--- src/rtl/clint.sv ---
// Core-local interrupt controller.
// Takes synchronous traps (ecall/ebreak), level-sensitive external interrupts
// and mret. It stalls the pipeline, sequences the mepc, mstatus and mcause CSR
// writes, and then issues a one-cycle PC redirect.
// Optional feature: define CLINT_MPIE_EN to stack MIE into MPIE on trap entry
// and restore it on mret.
module clint (
  input  logic        clk,
  input  logic        rst,
  input  logic [7:0]  int_flag_i,
  input  logic [31:0] inst_i,
  input  logic [31:0] inst_addr_i,
  input  logic        jump_flag_i,
  input  logic [31:0] jump_addr_i,
  input  logic        hold_flag_i,
  input  logic [31:0] csr_mtvec_i,
  input  logic [31:0] csr_mepc_i,
  input  logic [31:0] csr_mstatus_i,
  input  logic        global_int_en_i,
  output logic        we_o,
  output logic [31:0] waddr_o,
  output logic [31:0] raddr_o,
  output logic [31:0] data_o,
  output logic        hold_flag_o,
  output logic        int_assert_o,
  output logic [31:0] int_addr_o
);

  localparam logic [2:0] IDLE      = 3'd0;
  localparam logic [2:0] W_MEPC    = 3'd1;
  localparam logic [2:0] W_MSTATUS = 3'd2;
  localparam logic [2:0] W_MCAUSE  = 3'd3;
  localparam logic [2:0] ASSERT    = 3'd4;
  localparam logic [2:0] MRET_W    = 3'd5;

  localparam logic [31:0] INST_ECALL  = 32'h0000_0073;
  localparam logic [31:0] INST_EBREAK = 32'h0010_0073;
  localparam logic [31:0] INST_MRET   = 32'h3020_0073;

  localparam logic [31:0] CSR_MSTATUS = 32'h0000_0300;
  localparam logic [31:0] CSR_MEPC    = 32'h0000_0341;
  localparam logic [31:0] CSR_MCAUSE  = 32'h0000_0342;

  logic [2:0]  state;
  logic [31:0] cause_q;
  logic [31:0] mepc_q;
  logic        ret_q;     // the pending ASSERT is the end of an mret

  logic        idle_ok;
  logic        sync_req;
  logic        async_req;
  logic        mret_req;
  logic [31:0] sync_cause;
  logic [31:0] async_cause;
  logic [31:0] trap_mstatus;
  logic [31:0] mret_mstatus;

  // Request decode; only evaluated in IDLE and suppressed while reset is held
  always_comb begin
    idle_ok     = (state == IDLE) && !rst;
    sync_req    = idle_ok && ((inst_i == INST_ECALL) || (inst_i == INST_EBREAK));
    async_req   = idle_ok && (int_flag_i != 8'h00) && global_int_en_i && !hold_flag_i;
    mret_req    = idle_ok && (inst_i == INST_MRET);
    sync_cause  = (inst_i == INST_ECALL) ? 32'd11 : 32'd3;
    async_cause = int_flag_i[0] ? 32'h8000_0007 : 32'h8000_000B;
  end

  // mstatus images written on trap entry and on mret
  always_comb begin
    trap_mstatus    = csr_mstatus_i;
    mret_mstatus    = csr_mstatus_i;
`ifdef CLINT_MPIE_EN
    trap_mstatus[7] = csr_mstatus_i[3];
    trap_mstatus[3] = 1'b0;
    mret_mstatus[3] = csr_mstatus_i[7];
    mret_mstatus[7] = 1'b1;
`else
    trap_mstatus[3] = 1'b0;
    mret_mstatus[3] = 1'b1;
`endif
  end

  // Sequencer state and the trap context latched at detection
  always_ff @(posedge clk) begin
    if (rst) begin
      state   <= IDLE;
      cause_q <= '0;
      mepc_q  <= '0;
      ret_q   <= 1'b0;
    end else begin
      case (state)
        IDLE: begin
          if (sync_req) begin
            state   <= W_MEPC;
            cause_q <= sync_cause;
            mepc_q  <= inst_addr_i;
            ret_q   <= 1'b0;
          end else if (async_req) begin
            state   <= W_MEPC;
            cause_q <= async_cause;
            mepc_q  <= jump_flag_i ? jump_addr_i : inst_addr_i;
            ret_q   <= 1'b0;
          end else if (mret_req) begin
            state   <= MRET_W;
            ret_q   <= 1'b1;
          end
        end
        W_MEPC:    state <= W_MSTATUS;
        W_MSTATUS: state <= W_MCAUSE;
        W_MCAUSE:  state <= ASSERT;
        MRET_W:    state <= ASSERT;
        ASSERT: begin
          state <= IDLE;
          ret_q <= 1'b0;
        end
        default:   state <= IDLE;
      endcase
    end
  end

  // CSR write port and redirect outputs decoded from the current state
  always_comb begin
    we_o         = 1'b0;
    waddr_o      = '0;
    data_o       = '0;
    int_assert_o = 1'b0;
    int_addr_o   = '0;
    case (state)
      W_MEPC: begin
        we_o    = 1'b1;
        waddr_o = CSR_MEPC;
        data_o  = mepc_q;
      end
      W_MSTATUS: begin
        we_o    = 1'b1;
        waddr_o = CSR_MSTATUS;
        data_o  = trap_mstatus;
      end
      W_MCAUSE: begin
        we_o    = 1'b1;
        waddr_o = CSR_MCAUSE;
        data_o  = cause_q;
      end
      MRET_W: begin
        we_o    = 1'b1;
        waddr_o = CSR_MSTATUS;
        data_o  = mret_mstatus;
      end
      ASSERT: begin
        int_assert_o = 1'b1;
        int_addr_o   = ret_q ? csr_mepc_i : {csr_mtvec_i[31:2], 2'b00};
      end
      default: ;
    endcase
  end

  assign raddr_o     = '0;
  assign hold_flag_o = (state != IDLE) || sync_req || async_req || mret_req;

endmodule
--- config.mk ---
export PLATFORM = sky130hd
export DESIGN_NAME = clint
export DESIGN_NICKNAME = d
export VERILOG_FILES = /design/src/rtl/clint.sv
export SDC_FILE = /design/constraint.sdc
export NUM_CORES = 1
export LEC_CHECK = 0
export BUFFER_PORTS_ARGS = -buffer_cell sky130_fd_sc_hd__buf_2
export CAP_MARGIN = 20
export CORE_AREA = 2 2 131 133
export DETAILED_ROUTE_END_ITERATION = 6
export DIE_AREA = 0 0 133 135
export GPL_TIMING_DRIVEN = 0
export PLACE_DENSITY_LB_ADDON = 0.3
export SYNTH_ARGS = -nofsm -noshare
export SYNTH_HDL_FRONTEND = slang
export SYNTH_SLANG_ARGS = --single-unit
--- constraint.sdc ---
create_clock -name clk -period 2.3 [get_ports clk]
set_input_delay 0.23 -clock clk [delete_from_list [all_inputs] [get_ports clk]]
set_output_delay 0.23 -clock clk [all_outputs]
set_load 0.005 [all_outputs]
Word-level counts from Yosys, hierarchy flattened
Cells that the tools add are included.
Cells by class
  muxes and demuxes: 21
  reduce and logical (&&, ||, !) cells: 22
  equal/unequal tests: 9
Operators by type and width (count)
  $mux 32: 7
  $pmux 32 s4: 1
  $eq 32x21->1 const B: 1
  $eq 32x30->1 const B: 1
  $eq 32x7->1 const B: 1
  $pmux 10 s3: 1
  $pmux 3 s4: 1
  $mux 3: 3
  $mux 4: 2
  $reduce_bool 8->1: 1
  $eq 3x2->1 const B: 2
  $eq 3x3->1 const B: 2
  $logic_and 1x1->1: 6
  $mux 1: 5
  $logic_or 1x1->1: 4
  $ne 4x4->1 const B: 1
  $reduce_and 2->1: 2
  $reduce_bool 2->1: 2
  $reduce_or 2->1: 2
  $reduce_or 4->1: 1
  $eq 3x1->1 const B: 1
  $logic_not 3->1: 1
  $reduce_bool 3->1: 1
  $logic_not 1->1: 2
  $pmux 1 s2: 1
Storage, ports and cells
  bits of input ports: 205
  register bits after elaboration: 68
  word-level logic and storage cells: 56
  output and inout port bits: 131

Longest topological paths before layout
Gate-level depths: netlist (run 1).
  word-level depth: 8
  gate-level depth with buffers: 7
  gate-level depth less buffers: 5

Worst setup path after synthesis (run 1)
Ideal clock, no wire load.
  path kind: reg2reg
  start point: register state[1]
  end point: register mepc_q[18]
  buffers on the path: 2
  arrival: 2.345 ns
  data required time: 2.197 ns
  setup slack: -0.148 ns
  cell stages (with the launch flop): 8
  library setup time: 0.103 ns
  period minus slack after synthesis: 2.448 ns
  path through: dfxtp_1 -> buf_2 -> or4_4 -> nand3b_4 -> nor2_2 -> buf_2 -> mux2_2 -> a2111oi_2
Between the ends
  longest elaborated chain between the ends: 7
  elaborated cells between the ends (all ways): 9
  those cells by class: mux (1); reduce/logical (8)
Ends and longest elaborated chain
  start: declaration: line 44  | logic [2:0] state;
  start signal: assignment: line 86  | state <= IDLE;
  start signal: assignment: line 94  | state <= W_MEPC;
  start signal: assignment: line 99  | state <= W_MEPC;
  $logic_not 3->1 *: line 60, 91
  $logic_and 1x1->1: line 60  | idle_ok = (state == IDLE) && !rst;
  $logic_and 1x1->1 (3 in series): line 62  | async_req = idle_ok && (int_flag_i != 8'h00) && global_int_en_i && !hold_flag_i;
  $reduce_bool 2->1 (no source line)
  $reduce_and 2->1 (no source line)
  end signal: assignment: line 96  | mepc_q <= inst_addr_i;
  end signal: assignment: line 101  | mepc_q <= jump_flag_i ? jump_addr_i : inst_addr_i;
  end: declaration: line 46  | logic [31:0] mepc_q;
Every way passes the cells marked *; elsewhere a longest branch is shown, timed or not.
A chain may end at the register's enable or synchronous reset.

Final worst setup path (run 1)
  start point: register state[1]
  end point: register mepc_q[29]
The elaborated chain is that of the path after synthesis.

==> results.txt, run 1 <==
----------------------------------------------------
[Run status]
  Status ... complete, but fails checks
  Failing checks ... negative setup slack

[Worst setup path]
  Critical path data arrival time ... 2.50 ns
  Ordered cell list for the critical path ... or4_4, nand3b_4, nor2_4, buf_12, buf_6, mux2_2, a2111oi_4
  Required time of the critical path ... 2.48 ns
  Path type of the worst setup path ... reg2reg
  Buffers plus inverters on the worst setup path ... 2
  Startpoint kind of the worst setup timing path ... flop
  Largest incremental delay on the critical path ... 0.55 ns
  Maximum fanout along the worst path ... 6
  Largest delay contributor family on the critical path ... simple AND/OR/NAND/NOR gates
  Type of destination of the critical path ... flop
  Highest-delay cell along the critical path ... sky130_fd_sc_hd__or4_4

[Drt]
  Drt wl/cell ... 16.1 µm
  Final WL ... 18,100 µm
  Iteration count of the initial detailed-routing pass ... 5
  Via total after detailed routing ... 5,071
  Iteration-0 DRC count of the detailed router ... 229
  Number of nets still failing antenna checks after routing ... 0
  DRC violations left ... 0
  Detailed-route vias per instance ... 4.51

[Global route]
  Wire length of the first global-routing pass ... 26,400 µm
  Sum of overflow across all layers after global routing ... 0
  Antenna violations before repair ... 1
  Via count of the first global-routing pass ... 4,851
  Maximum number of pins on one net before global-route repair ... 12
  Global Route Usage Sum ... 0.183

[Yosys]
  Proportion of synthesized chip area in sequential cells ... 0.191
  Cell count after synthesis ... 544
  Fraction of post-synthesis cell area in the top cell type by area ... 0.191
  Ranking of synthesized cells by area ... sky130_fd_sc_hd__dfxtp_1 (19%), sky130_fd_sc_hd__nor2_1 (12%), sky130_fd_sc_hd__buf_4 (11%)
  Most used DFF post-synth ... sky130_fd_sc_hd__dfxtp_1
  Library cell with the highest instance count after synthesis ... sky130_fd_sc_hd__nor2_1
  Post-synthesis sequential element count ... 40
  Library cell occupying the most area in the post-synthesis netlist ... sky130_fd_sc_hd__dfxtp_1
  Post-synthesis average cell area ... 7.72 µm²
  Unique masters post-synth ... 43
  Netlist area before placement ... 4200 µm²
  Synth cell count leaders ... sky130_fd_sc_hd__nor2_1 (138), sky130_fd_sc_hd__buf_4 (62), sky130_fd_sc_hd__o21ai_0 (41)
  Number of warnings printed during yosys synthesis ... 0
  Async S/R FF share, synth ... 0
  Post-synth EDFFs ... 0

[Timing]
  Total count of hold-check failures in the final report ... 0
  Final Slew Violations ... 0
  Rel. slew slack ... 0.202
  Worst hold slack ... 0.253 ns
  Tmin final ... 2.32 ns
  Maximum clock frequency ... 0.431 GHz
  Period Utilization, post-route ... 1.01
  Setup clock skew after layout ... 0.00553 ns
  Pin slew with the least headroom to its limit ... 1.20 ns
  Setup slack after layout ... -0.0187 ns
  Final number of setup-violating endpoints ... 9
  Unrepaired setup endpoints after global routing ... true

[Floorplan]
  Chip height ... 135 µm
  Initial Util ... 0.256
  Area of the die ... 18,000 µm²
  Io pins ... 336
  Die boundary width ... 133 µm
  Floorplan row count ... 47
  Core area ... 16,400 µm²

[Clock tree]
  Number of buffers added by the clock tree synthesis step ... 5
  Clock insertion delay at the later pin of the skew report ... 0.28 ns
  Maximum buffer depth of the clock tree ... 2
  CTS tree ... built
  Clock slew at reported path FFs ... 0.06 ns
  Root Buffer ... sky130_fd_sc_hd__clkbuf_16
  Post-CTS Hold Buffers ... 0
  Count of clock tree sinks ... 40
  Maximum level of the CTS H-tree ... 2

[Placed design]
  Buffers added on ports ... 273
  Gpl congestion ... 0.742
  Sum of net half-perimeters after detailed placement ... 13,900 µm

[Final layout]
  Post-layout net count ... 1,107
  Fraction of layout cells with a size suffix above 1 ... 0.524
  Signed area change from the synthesized netlist to the final layout ... 65.2%
  Core Util, Final ... 0.423

[Pwr]
  Power density of the placed cells ... 522 nW/µm²
  Leakage component of the power ... 3.31 nW
  Peak supply drop ... 0.000316 V

[Flow run]
  Maximum capacitance violations ... 0

[Min path]
  Worst min path class ... in2reg

----------------------------------------------------
## kinds of logic (layout without fill, tap and decap cells)
| group | Yosys count | after routing | synth area share |
|---|---|---|---|
| other cells | 1 | 60 | 0.000893 |
| flops | 40 | 40 | 0.191 |
| mux | 65 | 65 | 0.165 |
| simple gates | 207 | 207 | 0.230 |
| buf+inv | 113 | 414 | 0.163 |
| compound gates | 117 | 117 | 0.248 |
| xor+xnor | 1 | 1 | 0.00208 |
## layer usage
layer / part of all wire / wire length, µm / up-vias / global-route usage
li1: - / - / 2553 / -
met3: 0.058 / 1050 / 8 / 0.0285
met1: 0.44 / 7980 / 2331 / 0.251
met5: 0 / 0 / - / 0
met2: 0.49 / 8920 / 179 / 0.309
met4: 0.0065 / 117 / 0 / 0.0299
## stage by stage
stage | setup slack, ns | setup TNS [ns] | std cells | power [mW] | cell area, µm²
after detailed placement | -0.404 | -16.66 | 1097 | 2.70 | 6090
after CTS | -0.0796 | -1.59 | 1112 | 3.54 | 6510
after global routing | -0.115 | -1.55 | 1123 | 3.88 | 6940
after global placement | -0.795 | -38.70 | 1095 | 2.67 | 6070
after floorplan | 0.0174 | 0 | 602 | 1.93 | 4430
final | -0.0187 | -0.0968 | 1124 | 3.62 | 6940
## final timing paths
| check | from | to | slack, ns | cells past startpoint |
|---|---|---|---|---|
| max | state[1]$_SDFFE_PP0P_ | mepc_q[29]$_SDFFE_PP0P_ | -0.02 | 7 |
| max reg2reg | state[1]$_SDFFE_PP0P_ | mepc_q[29]$_SDFFE_PP0P_ | -0.02 | 7 |
| min | int_flag_i[0] | cause_q[2]$_SDFFE_PP0P_ | 0.25 | 3 |
| min reg2reg | cause_q[31]$_SDFFE_PP0P_ | cause_q[31]$_SDFFE_PP0P_ | 0.47 | 2 |
## cell usage in the layout, fill, tap and decap left out, types with 8 or more instances in the layout
master	netlist	final
sky130_fd_sc_hd__mux2i_1	31	31
sky130_fd_sc_hd__nor2_1	138	136
sky130_fd_sc_hd__dfxtp_1	40	37
sky130_fd_sc_hd__mux2_2	34	15
sky130_fd_sc_hd__clkbuf_2	0	11
sky130_fd_sc_hd__a2111oi_2	29	11
sky130_fd_sc_hd__clkbuf_1	31	20
sky130_fd_sc_hd__buf_2	6	280
sky130_fd_sc_hd__nand2_1	8	8
sky130_fd_sc_hd__a2111oi_4	0	21
sky130_fd_sc_hd__mux2_4	0	19
sky130_fd_sc_hd__a22o_1	27	27
sky130_fd_sc_hd__o21ai_0	41	41
sky130_fd_sc_hd__or3_1	32	32
sky130_fd_sc_hd__conb_1	1	59
sky130_fd_sc_hd__buf_4	62	77
## sequential cells by signal (all words and copies together), names as in the netlist
signal,count
mepc_q,32
state,3
ret_q,1
cause_q,4
## tightest hold or removal path, stage by stage
cell,delay (ns)
sky130_fd_sc_hd__buf_2,0.12
sky130_fd_sc_hd__mux2i_1,0.07
sky130_fd_sc_hd__nor2_1,0.07
## where the power goes
part / total (mW) / internal [mW] / switching [mW]
combinational: 2.03 / 0.965 / 1.06
clock: 0.713 / 0.433 / 0.279
sequential: 0.884 / 0.808 / 0.0755
## area by class of cell
cell class,count,area [µm²]
fillers,1693,9470
multi-input cells,449,3350
repair buffers,296,1600
flip-flops and latches,40,807
plain buffers,105,739
well taps,220,275
clock buffers,8,146
inverters,5,18.8
diodes,1,2.50
## repair_timing
action,CTS,global route
gates cloned,0,1
setup buffers,10,9
endpoints found under the setup margin,82,85
pin swaps,5,14
gates resized for setup,38,74
Note: power is estimated with default switching activity, not from simulation.
==> run 2: changes to the inputs <==
--- a/config.mk
+++ b/config.mk
@@ -7,9 +7,9 @@
 export LEC_CHECK = 0
 export BUFFER_PORTS_ARGS = -buffer_cell sky130_fd_sc_hd__buf_2
 export CAP_MARGIN = 20
-export CORE_AREA = 2 2 131 133
+export CORE_AREA = 2 2 132 134
 export DETAILED_ROUTE_END_ITERATION = 6
-export DIE_AREA = 0 0 133 135
+export DIE_AREA = 0 0 134 136
 export GPL_TIMING_DRIVEN = 0
 export PLACE_DENSITY_LB_ADDON = 0.3
 export SYNTH_ARGS = -nofsm -noshare
==> constraint.sdc (replaced) <==
create_clock -name clk -period 2.54 [get_ports clk]
set_input_delay 0.254 -clock clk [delete_from_list [all_inputs] [get_ports clk]]
set_output_delay 0.254 -clock clk [all_outputs]
set_load 0.005 [all_outputs]
==> run 2 against run 1 <==
  * The flow now finishes without violations
  * Critical path type is now reg2out
  * Final area down 7.9%
  * Sequential power down 9.5%
  * Sequential share of layout area up 0.92 points
  * Non-clock buffer count down 15
  * Final cell count down 0.80%
  * First-iteration DRC count down 17%
  * Setup slack better by 0.13 ns
  * Largest cell class unchanged
  * Largest power group unchanged
  * Register-to-register slack better by 0.14 ns
  * Critical endpoint is now hold_flag_o
  * Routed wire length down 3.6%
  * Critical path depth up 1
  * Clock power down 11%
==> results.txt, run 2 (same netlist as run 1, synthesis figures left out) <==
----------------------------------------------------
[Timing]
  Pin slew with the least headroom to its limit ... 0.844 ns (-0.353 ns)
  Maximum clock frequency ... 0.411 GHz
  Setup clock skew after layout ... 0.0110 ns (+0.00545 ns)
  Tmin final ... 2.43 ns
  Final number of setup-violating endpoints ... 0 (-9)
  Total count of hold-check failures in the final report ... 0 (unchanged)
  Final Slew Violations ... 0 (unchanged)
  Worst hold slack ... 0.274 ns (+0.0218 ns)
  Period Utilization, post-route ... 0.957
  Rel. slew slack ... 0.438 (+0.235)
  Unrepaired setup endpoints after global routing ... false

[Final layout]
  Fraction of layout cells with a size suffix above 1 ... 0.494 (-0.0294)
  Commonest non-fill, non-tap cell in the layout ... sky130_fd_sc_hd__buf_2
  Largest register by flop count ... mepc_q
  Total non-filler cell area in the finished layout ... 6390 µm² (-7.9%)
  Max FFs per register ... 32 (unchanged)
  Commonest cells after routing, fill and taps aside ... sky130_fd_sc_hd__buf_2 (277), sky130_fd_sc_hd__nor2_1 (138), sky130_fd_sc_hd__buf_4 (64)
  Leading registers by flop count ... mepc_q (32), cause_q (4), state (3)
  Signed area change from the synthesized netlist to the final layout ... 52.1%
  Core Util, Final ... 0.379 (-0.0442)
  Post-Layout Cell Count ... 1,115 (-0.80%)
  Post-layout net count ... 1,092 (-1.4%)

[Worst setup path]
  Type of destination of the critical path ... primary output
  Startpoint kind of the worst setup timing path ... flop
  Critical path data arrival time ... 2.18 ns (-0.32 ns)
  Highest-delay cell along the critical path ... sky130_fd_sc_hd__or4_4
  Largest incremental delay on the critical path ... 0.57 ns (+0.02 ns)
  Required time of the critical path ... 2.29 ns (-0.19 ns)
  Ordered cell list for the critical path ... or4_4, nand3b_4, nor2_4, buf_12, buf_8, o21ai_2, nand2_1, buf_2
  Path type of the worst setup path ... reg2out
  Maximum fanout along the worst path ... 8 (+2)

[Global route]
  Maximum number of pins on one net before global-route repair ... 14 (+2)
  Antenna violations before repair ... 2 (+1)
  Via count of the first global-routing pass ... 4,604 (-5.1%)
  Sum of overflow across all layers after global routing ... 0 (unchanged)
  Wire length of the first global-routing pass ... 25,100 µm (-4.7%)
  Global Route Usage Sum ... 0.175 (-0.00802)

[Clock tree]
  Number of buffers added by the clock tree synthesis step ... 5 (unchanged)
  Clock insertion delay at the later pin of the skew report ... 0.28 ns (about the same)
  Post-CTS Hold Buffers ... 0 (unchanged)
  Clock slew at reported path FFs ... 0.06 ns (about the same)
  Root Buffer ... sky130_fd_sc_hd__clkbuf_16
  Maximum level of the CTS H-tree ... 2 (unchanged)
  Count of clock tree sinks ... 40 (unchanged)
  CTS tree ... built
  Maximum buffer depth of the clock tree ... 2 (unchanged)

[Pwr]
  Peak supply drop ... 0.000213 V (-33%)
  Leakage component of the power ... 3.13 nW (-5.5%)
  Power density of the placed cells ... 482 nW/µm² (-7.6%)

[Drt]
  Final WL ... 17,400 µm (-3.6%)
  Via total after detailed routing ... 4,966 (-2.1%)
  DRC violations left ... 0 (unchanged)
  Drt wl/cell ... 15.6 µm (-2.8%)
  Iteration count of the initial detailed-routing pass ... 4 (-1)
  Detailed-route vias per instance ... 4.45 (-1.3%)
  Iteration-0 DRC count of the detailed router ... 189 (-17%)
  Number of nets still failing antenna checks after routing ... 0 (unchanged)

[Placed design]
  Cell Area, Placed ... 6090 µm² (about the same)
  DP Cell Count ... 1,102 (+0.46%)
  Buffers added on ports ... 273 (unchanged)
  Gpl congestion ... 0.809 (+9.0%)
  Sum of net half-perimeters after detailed placement ... 14,100 µm (+1.4%)

[Min path]
  Worst min path class ... in2reg

[Floorplan]
  Die boundary width ... 134 µm (+0.75%)
  Io pins ... 336 (unchanged)
  Floorplan row count ... 48 (+2.1%)
  Initial Util ... 0.249 (-0.00712)
  Area of the die ... 18,200 µm² (+1.5%)
  Chip height ... 136 µm (+0.74%)
  Core area ... 16,900 µm² (+2.9%)

[Flow run]
  Maximum capacitance violations ... 0 (unchanged)

[Run status]
  Status ... completed

----------------------------------------------------
-- run 2: cell types whose count changed in the layout (fill, tap and decap cells not counted), sizes merged --
cell / previous run / this run
buf: 370 / 354
clkbuf: 39 / 38
clkinv: 0 / 1
clkinvlp: 0 / 1
diode: 1 / 2
-- run 2: layout make-up --
| type | count | area, µm² |
|---|---|---|
| Clock buffer | 6 | 129 |
| Multi-Input combinational cell | 449 | 2990 |
| Inverter | 5 | 18.8 |
| Fill cell | 1815 | 10500 |
| Buffer | 105 | 693 |
| Sequential cell | 40 | 802 |
| Timing Repair Buffer | 281 | 1460 |
| Clock inverter | 2 | 16.3 |
| Antenna cell | 2 | 5.00 |
| Tap cell | 225 | 282 |
-- run 2: final timing paths --
kind / start / end / slack, ns / cells after the start
hold / removal: int_flag_i[0] / cause_q[2]$_SDFFE_PP0P_ / 0.27 / 3
hold reg to reg: cause_q[31]$_SDFFE_PP0P_ / cause_q[31]$_SDFFE_PP0P_ / 0.48 / 2
setup reg to reg: state[1]$_SDFFE_PP0P_ / mepc_q[9]$_SDFFE_PP0P_ / 0.12 / 7
setup / recovery: state[1]$_SDFFE_PP0P_ / hold_flag_o / 0.11 / 8
-- run 2: stage by stage --
step / setup TNS, ns / total power [mW] / setup slack, ns
floorplan: 0 / 1.74 / 0.0918
global placement: -26.96 / 2.42 / -0.618
detailed placement: -12.49 / 2.46 / -0.369
CTS: 0 / 3.11 / 0.0300
global route: 0 / 3.32 / 0.00266
finish: 0 / 3.08 / 0.109
-- run 2: critical path: cells and delay by family, from the launching register on --
kind,cells,cell delay [ns]
AND/OR/NAND/NOR,4,1.06
flip-flops,1,0.36
AO/OA/AOI/OAI,1,0.07
buffers and inverters,3,0.42
-- run 2: report_power, final --
group	total (mW)	internal [mW]	switching, mW
Combinational	1.65	0.769	0.877
Sequential	0.800	0.726	0.0738
Clock	0.638	0.367	0.271
-- run 2: timing repair --
action	CTS	global route
pin swaps	1	2
resized for setup	8	21
buffers inserted	1	4
setup endpoints to repair	51	49
cloned	0	1
-- run 2: routing by layer --
| metal | GRT usage | vias up | part of all wire |
|---|---|---|---|
| li1 | - | 2524 | - |
| met1 | 0.240 | 2256 | 0.46 |
| met2 | 0.290 | 180 | 0.48 |
| met3 | 0.0317 | 6 | 0.061 |
| met4 | 0.0296 | 0 | 0.0062 |
| met5 | 0 | - | 0 |
